File: src/rtl/exp_accel_param.sv
// ============================================================================
// Module      : exp_accel_param
// Description : Sequential e^x / e^-x accelerator for an unsigned fraction x
//               in [0,1), using a truncated Taylor series. One shared
//               multiplier alternates between the x multiply and the
//               reciprocal-ROM multiply; a controller FSM applies each
//               term to an accumulator. The result is held until the next
//               completion or reset.
// Ports       : clk        - clock, rising edge
//               rst        - synchronous active-high reset
//               start      - request, sampled only while idle
//               x          - operand, value x/2^FW
//               neg        - 0: e^x, 1: e^-x
//               busy       - high in every non-idle state
//               done       - one-cycle pulse when the result updates
//               intpart    - integer part of the held result
//               fracpart   - fraction part of the held result
//               terms_used - terms in the held result, including the 1
// Revision    : 1.0 - initial release
// ============================================================================
`default_nettype none

module exp_accel_param #(
  parameter int FW         = 16,
  parameter int IW         = 2,
  parameter int NTERMS     = 8,
  parameter int EARLY_EXIT = 1
) (
  input  logic          clk,
  input  logic          rst,
  input  logic          start,
  input  logic [FW-1:0] x,
  input  logic          neg,
  output logic          busy,
  output logic          done,
  output logic [IW-1:0] intpart,
  output logic [FW-1:0] fracpart,
  output logic [3:0]    terms_used
);

  localparam int AW = IW + FW;       // accumulator width
  localparam int PW = 2 * FW + 2;    // shared product width

  typedef enum logic [2:0] {
    S_IDLE = 3'd0,
    S_LOAD = 3'd1,
    S_MULX = 3'd2,
    S_MULR = 3'd3,
    S_ACC  = 3'd4,
    S_DONE = 3'd5
  } state_t;

  localparam logic [AW-1:0] c_ACC_ONE = AW'(1) << FW;
  localparam logic [FW:0]   c_T_ONE   = {1'b1, {FW{1'b0}}};

  state_t          r_state;
  logic [AW-1:0]   r_acc;
  logic [FW:0]     r_t;
  logic [4:0]      r_i;
  logic [FW-1:0]   r_xr;
  logic            r_nr;
  logic            r_busy;
  logic            r_done;
  logic [IW-1:0]   r_int;
  logic [FW-1:0]   r_frac;
  logic [3:0]      r_terms;

  // Reciprocal ROM: entry i holds floor(2^FW / i). Sized to the full 5-bit
  // index range so the counter can address it directly; unused slots are 0.
  logic [FW:0] w_recip [0:31];

  for (genvar g = 0; g < 32; g++) begin : g_rom
    if (g >= 1 && g < NTERMS) begin : g_ent
      assign w_recip[g] = (FW+1)'((64'd1 << FW) / 64'(g));
    end else begin : g_zero
      assign w_recip[g] = '0;
    end
  end

  // Shared multiplier: t*x in MULX, t*recip[i] otherwise. Both results are
  // bounded by t, so the FW+1 bits above the binary point hold them exactly.
  logic [FW:0]   w_mul_b;
  logic [PW-1:0] w_prod;
  logic [FW:0]   w_t_next;
  logic [FW:0]   w_unused_prod;

  assign w_mul_b       = (r_state == S_MULX) ? {1'b0, r_xr} : w_recip[r_i];
  assign w_prod        = PW'(r_t) * PW'(w_mul_b);
  assign w_t_next      = w_prod[2*FW:FW];
  assign w_unused_prod = {w_prod[PW-1], w_prod[FW-1:0]};

  // Term application with saturation above and clamping below.
  logic [AW-1:0] w_t_ext;
  logic [AW:0]   w_sum;
  logic          w_sub;
  logic [AW-1:0] w_acc_next;
  logic [4:0]    w_i_inc;

  assign w_t_ext = AW'(r_t);
  assign w_sum   = (AW+1)'(r_acc) + (AW+1)'(w_t_ext);
  assign w_sub   = r_nr & r_i[0];     // odd powers are negative for e^-x
  assign w_i_inc = r_i + 5'd1;

  always_comb begin
    w_acc_next = w_sum[AW-1:0];
    if (w_sub) begin
      if (w_t_ext > r_acc) begin
        w_acc_next = '0;
      end else begin
        w_acc_next = r_acc - w_t_ext;
      end
    end else if (w_sum[AW]) begin
      w_acc_next = '1;
    end
  end

  // The result registers and done are loaded on the edge that enters DONE,
  // so they are visible during the DONE cycle itself.
  always_ff @(posedge clk) begin
    if (rst) begin
      r_state <= S_IDLE;
      r_acc   <= '0;
      r_t     <= '0;
      r_i     <= '0;
      r_xr    <= '0;
      r_nr    <= 1'b0;
      r_busy  <= 1'b0;
      r_done  <= 1'b0;
      r_int   <= '0;
      r_frac  <= '0;
      r_terms <= '0;
    end else begin
      r_done <= 1'b0;
      case (r_state)
        S_IDLE: begin
          if (start) begin
            r_state <= S_LOAD;
            r_busy  <= 1'b1;
          end
        end
        S_LOAD: begin
          r_xr    <= x;
          r_nr    <= neg;
          r_acc   <= c_ACC_ONE;
          r_t     <= c_T_ONE;
          r_i     <= 5'd1;
          r_state <= S_MULX;
        end
        S_MULX: begin
          r_t     <= w_t_next;
          r_state <= S_MULR;
        end
        S_MULR: begin
          r_t <= w_t_next;
          if ((EARLY_EXIT != 0) && (w_t_next == '0)) begin
            // Term i is zero and not applied: i-1 terms plus the constant.
            {r_int, r_frac} <= r_acc;
            r_terms         <= r_i[3:0];
            r_done          <= 1'b1;
            r_state         <= S_DONE;
          end else begin
            r_state <= S_ACC;
          end
        end
        S_ACC: begin
          r_acc <= w_acc_next;
          r_i   <= w_i_inc;
          if (w_i_inc == 5'(NTERMS)) begin
            {r_int, r_frac} <= w_acc_next;
            r_terms         <= w_i_inc[3:0];
            r_done          <= 1'b1;
            r_state         <= S_DONE;
          end else begin
            r_state <= S_MULX;
          end
        end
        S_DONE: begin
          r_busy  <= 1'b0;
          r_state <= S_IDLE;
        end
        default: begin
          r_busy  <= 1'b0;
          r_state <= S_IDLE;
        end
      endcase
    end
  end

  assign busy       = r_busy;
  assign done       = r_done;
  assign intpart    = r_int;
  assign fracpart   = r_frac;
  assign terms_used = r_terms;

endmodule

`default_nettype wire

File: config.mk
export PLATFORM = sky130hd
export DESIGN_NAME = exp_accel_param
export DESIGN_NICKNAME = d
export VERILOG_FILES = /design/src/rtl/exp_accel_param.sv
export SDC_FILE = /design/constraint.sdc
export NUM_CORES = 1
export LEC_CHECK = 0
export ABC_AREA = 1
export CAP_MARGIN = 40
export CORE_MARGIN = 2
export CORE_UTILIZATION = 65
export DETAILED_ROUTE_END_ITERATION = 6
export PLACE_DENSITY_LB_ADDON = 0.05
export SLEW_MARGIN = 40
export SYNTH_ARGS = -nofsm -noshare
export SYNTH_HDL_FRONTEND = slang
export SYNTH_SLANG_ARGS = --single-unit
File: constraint.sdc
create_clock -name clk -period 13.78 [get_ports clk]
set_input_delay 2.756 -clock clk [delete_from_list [all_inputs] [get_ports clk]]
set_output_delay 2.756 -clock clk [all_outputs]
set_load 0.005 [all_outputs]
## After elaboration in Yosys (flattened, before gate mapping)

Memories as Yosys holds them, arrays and structs flattened.
Cells that the tools add are included.

- Memories kept: 1
- Input bits: 20
- Logic and storage cells: 65
- Memory bits (read-only): 544
- Register bits: 84

- Reductions and logical operators: 9
- Mux-type cells: 27
- Add/sub/neg operators: 3
- Bitwise operators: 3
- Equal/unequal tests: 8
- Order comparisons: 2
- Multiply operators: 1

Memory list:

| name | words | width | rd ports | clocked after memory_dff | write ports | line | source |
|---|---|---|---|---|---|---|---|
| (name not given) | 32 | 17 | 1 | 0 | 0 | 87 | `assign w_mul_b = (r_state == S_MULX) ? {1'b0, r_xr} : w_recip[r_i];` |

Operator list:

| kind | count |
|---|---|
| $mux 18 | 3 |
| $mux 17 | 3 |
| $pmux 18 s2 | 1 |
| $pmux 17 s2 | 1 |
| $mul 17x17->33 | 1 |
| $mux 16 | 2 |
| $pmux 16 s2 | 1 |
| $add 18x17->19 | 1 |
| $gt 17x18->1 | 1 |
| $sub 18x17->18 | 1 |
| $logic_not 17->1 | 1 |
| $pmux 3 s5 | 1 |
| $pmux 5 s2 | 1 |
| $mux 4 | 2 |
| $pmux 4 s2 | 1 |
| $eq 3x2->1 const B | 2 |
| $ge 6x6->1 const B | 1 |
| $mux 3 | 2 |
| $ne 2x2->1 const B | 3 |
| $not 5->6 | 1 |
| $reduce_bool 2->1 | 3 |
| $add 5x1->5 const B | 1 |
| $eq 5x4->1 const B | 1 |
| $mux 1 | 4 |
| other kinds (12) | 14 |

## Logic depth before layout (Yosys ltp)

- Word-level depth: 9
- Mapped depth: 42
- Depth with buffers taken out: 40

## Worst setup path before layout

OpenSTA, ideal clock, no wires.

- Path kind: register -> register
- Start: register r_state[2]
- End: register r_int[0] (netlist: intpart[0])
- Setup slack: 7.210 ns
- Stages on the path, launching flop included: 36
- Data arrival time: 6.458 ns
- Buffers on the path: 3
- Cells stage by stage: dfxtp_1 > nor2_4 > nand2_4 > clkbuf_1 > buf_1 > o21ai_0 > nand2_1 > inv_1 > nand2_1 > fa_1 > fa_1 > inv_1 > fa_1 > fa_1 > fa_1 > inv_1 > fa_1 > inv_1 > ha_1 > nand2_1 > nor2_1 > inv_2 > nor2_2 > and2_1 > nand2_1 > nand3_1 > nand2_1 > nor2_1 > nand2_1 > nor2_2 > nand3_1 > nand2_2 > nand2_4 > buf_6 > nor2_2 > nor2_2

- Cells in the longest elaborated chain, start to end: 6

RTL lines:

| item | line | source |
|---|---|---|
| start: declaration | 56 | `state_t r_state;` |
| start signal: assignment | 121 | `r_state <= S_IDLE;` |
| start signal: assignment | 137 | `r_state <= S_LOAD;` |
| start signal: assignment | 147 | `r_state <= S_MULX;` |
| $eq 3x2->1 | 87 |  |
| $mux 17 | 87 |  |
| $mul 17x17->33 | 88 | `assign w_prod = PW'(r_t) * PW'(w_mul_b);` |
| $logic_not 17->1 | 155 | `if ((EARLY_EXIT != 0) && (w_t_next == '0)) begin` |
| $ne 2x2->1 (no line) | -- |  |
| $reduce_and 3->1 (no line) | -- |  |
| end signal: assignment | 157 | `{r_int, r_frac} <= r_acc;` |
| end signal: assignment | 169 | `{r_int, r_frac} <= w_acc_next;` |
| end: declaration | 64 | `logic [IW-1:0] r_int;` |

Parallel ways exist; a longest one is shown, timed or not.
A chain may end at the register's enable or synchronous reset.

## Worst setup path in the final report

- Start: register r_state[2]
- End: register r_frac[10] (netlist: fracpart[10])

- Cells in the longest elaborated chain, start to end: 6

RTL lines:

| item | line | source |
|---|---|---|
| $eq 3x2->1 | 87 |  |
| $mux 17 | 87 |  |
| $mul 17x17->33 | 88 |  |
| $logic_not 17->1 | 155 |  |
| $ne 2x2->1 (no line) | -- |  |
| $reduce_and 3->1 (no line) | -- |  |
| end signal: assignment | 157 |  |
| end signal: assignment | 169 |  |
| end: declaration | 65 | `logic [FW-1:0] r_frac;` |

Parallel ways exist; a longest one is shown, timed or not.

==> impl_metrics.tcl <==
set metrics [dict create \
    tightest_slew_ns 0.989 \
    synth_cell_type_count 48 \
    cts_root_buffer "clkbuf_16" \
    start_util_pct 66.5 \
    track_usage_pct 37.8 \
    yosysTopAreaCellShare_pct 28.5 \
    cts_tree "yes" \
    peakVddDrop_mv 0.0639 \
    final_util_pct 70.7 \
    num_vias 14700 \
    firstDrtPassIters 7 \
    report.final.hold_viol_count 0 \
    numClockSinks 84 \
    fin_crit_ns 8.67 \
    synthTopCellsByArea "fa_1 28%, nand2_1 13%, ha_1 12%" \
    path_buf_inv 4 \
    ctsResizeCount 0 \
    synth_top_cell_by_area "fa_1" \
    synth_fa_ha_area_share_pct 40.1 \
    tns_ns 0 \
    hold_depth 2 \
    synth_warnings 0 \
    drt_iter0_drc 1626 \
    wl_per_cell_um 18.2 \
    path_delay_family "simple AND/OR/NAND/NOR gates" \
    finalWirelength_um 47000 \
    grt_pass1_wl_um 75400 \
    fp.dieArea_sq_mm 0.0254 \
    drc 1 \
    cp-start-kind "register" \
    grt_max_degree 44 \
    drv_cap 0 \
    net-switching-power_mw 0.302 \
    required_ns 14.03 \
    gr-total-overflow 0 \
    synth_xor_xnor_area_share_pct 1.72 \
    synth_area_sq_mm 0.0157 \
    drive_above_1_share_pct 3.93 \
    ys_seq_elements 84 \
    rows 56 \
    coreArea_sq_mm 0.0235 \
    fp.dieH_um 159 \
    antenna_found_initial 1 \
    syn_nets 2647 \
    p_total_mw 0.790 \
    fin_worst_skew_ns 0.00734 \
    layout_worst_path_cycle_share_pct 62.9 \
    portBuffers 43 \
    cp_num_cells 31 \
    vias_per_cell 5.70 \
    rsz0062_at_grt "no" \
    hold_buffers 0 \
    insertion_delay_ns 0.36 \
    power_frac_seq_pct 34.3 \
    setup-violations-final 0 \
    area_growth_pct 6.26 \
    r2r_cells 31 \
    powerDensity_mw_per_mm2 47.5 \
    ant_nets 0 \
    p_leak_nw 8.34 \
    outcome "complete, but fails checks" \
    cp_max_fo 22 \
    synth_most_common_cell "nand2_1" \
    numCtsBuffers 9 \
    htree_num_levels 3 \
    violations "design-rule violations" \
    ys_seq_area_share_pct 10.7 \
    criticalPathCategory "register to register" \
    io_pins 44 \
    max-slew-margin-rel_pct 34.1 \
    dpl.hpwl_um 37800 \
    synth_compound_area_share_pct 7.59 \
    combPwrFrac_pct 30.2 \
    cts_buffer_depth 2 \
    postSynthCellCount 2259 \
    synth-main-ff-cell "dfxtp_1" \
    post_cts_buffers 0 \
    critPathArrivalTime_ns 8.91 \
    crit_slowest_cell "a21oi_1" \
    grt_pass1_vias 14400 \
    synth_top_family_by_area "adder cells" \
    syn_area_per_cell_sq_um 6.93 \
    nets 2647 \
    critical-path-max-stage-delay_ns 0.76 \
    synth.top_cells.by_count "559 x nand2_1, 442 x inv_1, 315 x nor2_1" \
    globalplace.congestion 1.01 \
    die_w_um 159 \
    internal_power_mw 0.488 \
    slew_violations 0 \
    crit_path_end_kind "register" \
    hp-class "register to register" \
    synth_edf_count 0 \
    synth-async-reset-ratio_pct 0 \
    path_clk_slew_ns 0.07 \
    yosys.area_share.simple_pct 26.5 \
    synthMuxAreaShare_pct 0 \
    fmax_ghz 0.115 \
    swShare_pct 38.2 \
    clockPowerShare_pct 35.5 \
]
==> cell type report <==
type	instances	area, sq um
Multi-Input combinational cell	1636	11900
Fill cell	2020	6900
Inverter	468	1760
Sequential cell	84	1680
Timing Repair Buffer	60	569
Tap cell	319	399
Clock buffer	9	225
Clock inverter	7	105
Antenna cell	1	2.50
==> cell families after synthesis <==
group / count (synthesis)
XOR/XNOR: 29
AND/OR/NAND/NOR: 1018
adder cells (fa/ha/maj): 368
flip-flops: 84
AO/OA/AOI/OAI: 221
buffers and inverters: 539
==> power groups by stage <==
stage	registers [mW]	logic (mW)	clock network (mW)
floorplan	0.271	0.149	0
global placement	0.276	0.223	0
detailed placement	0.276	0.229	0
CTS	0.271	0.231	0.281
global route	0.272	0.257	0.292
finish	0.271	0.239	0.280
==> stage by stage <==
step | instances | setup slack [ns] | area, sq um | hold slack [ns]
global placement | 2565 | 5.11 | 16300 | 0.480
detailed placement | 2565 | 5.21 | 16300 | 0.490
finish | 2584 | 5.11 | 16600 | 0.497
CTS | 2581 | 5.16 | 16600 | 0.500
floorplan | 2259 | 7.21 | 15700 | 0.430
global route | 2583 | 4.87 | 16600 | 0.529
==> tightest hold or removal path, stage by stage, from the launching register on <==
cell,delay (ns)
dfxtp_1,0.30
inv_1,0.08
a21oi_1,0.07
==> registers in the layout, indices dropped and copies added (netlist names) <==
name / cells
r_t: 17
fracpart: 16
r_nr: 1
busy: 1
r_acc: 18
r_state: 3
done: 1
terms_used: 4
r_i: 5
r_xr: 16
intpart: 2
==> layer usage <==
metal	share of wire, %	track usage, %	vias up
met2	46	60.0	725
met3	10	8.28	168
met4	4.6	15.3	0
li1	-	-	6794
met5	0	0	-
met1	39	50.6	7051
==> cells in the final DEF, fill, tap and decap left out, types with 10 or more instances in the layout <==
cell             synthesis  final
ha_1                   145    145
clkinv_1                11     12
nand4_1                 17     17
buf_4                    2     15
a21oi_1                117    116
nor3_1                  10     10
inv_2                   14     15
xor2_1                  22     22
inv_1                  442    440
o21ai_0                 64     61
nor2_1                 315    315
dfxtp_1                 84     84
nand2_1                559    558
clkdlybuf4s50_1          0     43
o31ai_1                 10     10
nand3_1                 75     75
fa_1                   223    223
nand3_2                 11     11
==> final timing paths <==
kind / slack [ns] / to / from
min reg2reg: 0.50 / r_xr[12]$_SDFFE_PP0P_ / r_xr[12]$_SDFFE_PP0P_
max reg2reg: 5.11 / fracpart[10]$_SDFFE_PP0P_ / r_state[2]$_SDFFE_PP0N_
min: 0.50 / r_xr[12]$_SDFFE_PP0P_ / r_xr[12]$_SDFFE_PP0P_
max: 5.11 / fracpart[10]$_SDFFE_PP0P_ / r_state[2]$_SDFFE_PP0N_
Note: power is estimated with default switching activity, not from simulation.
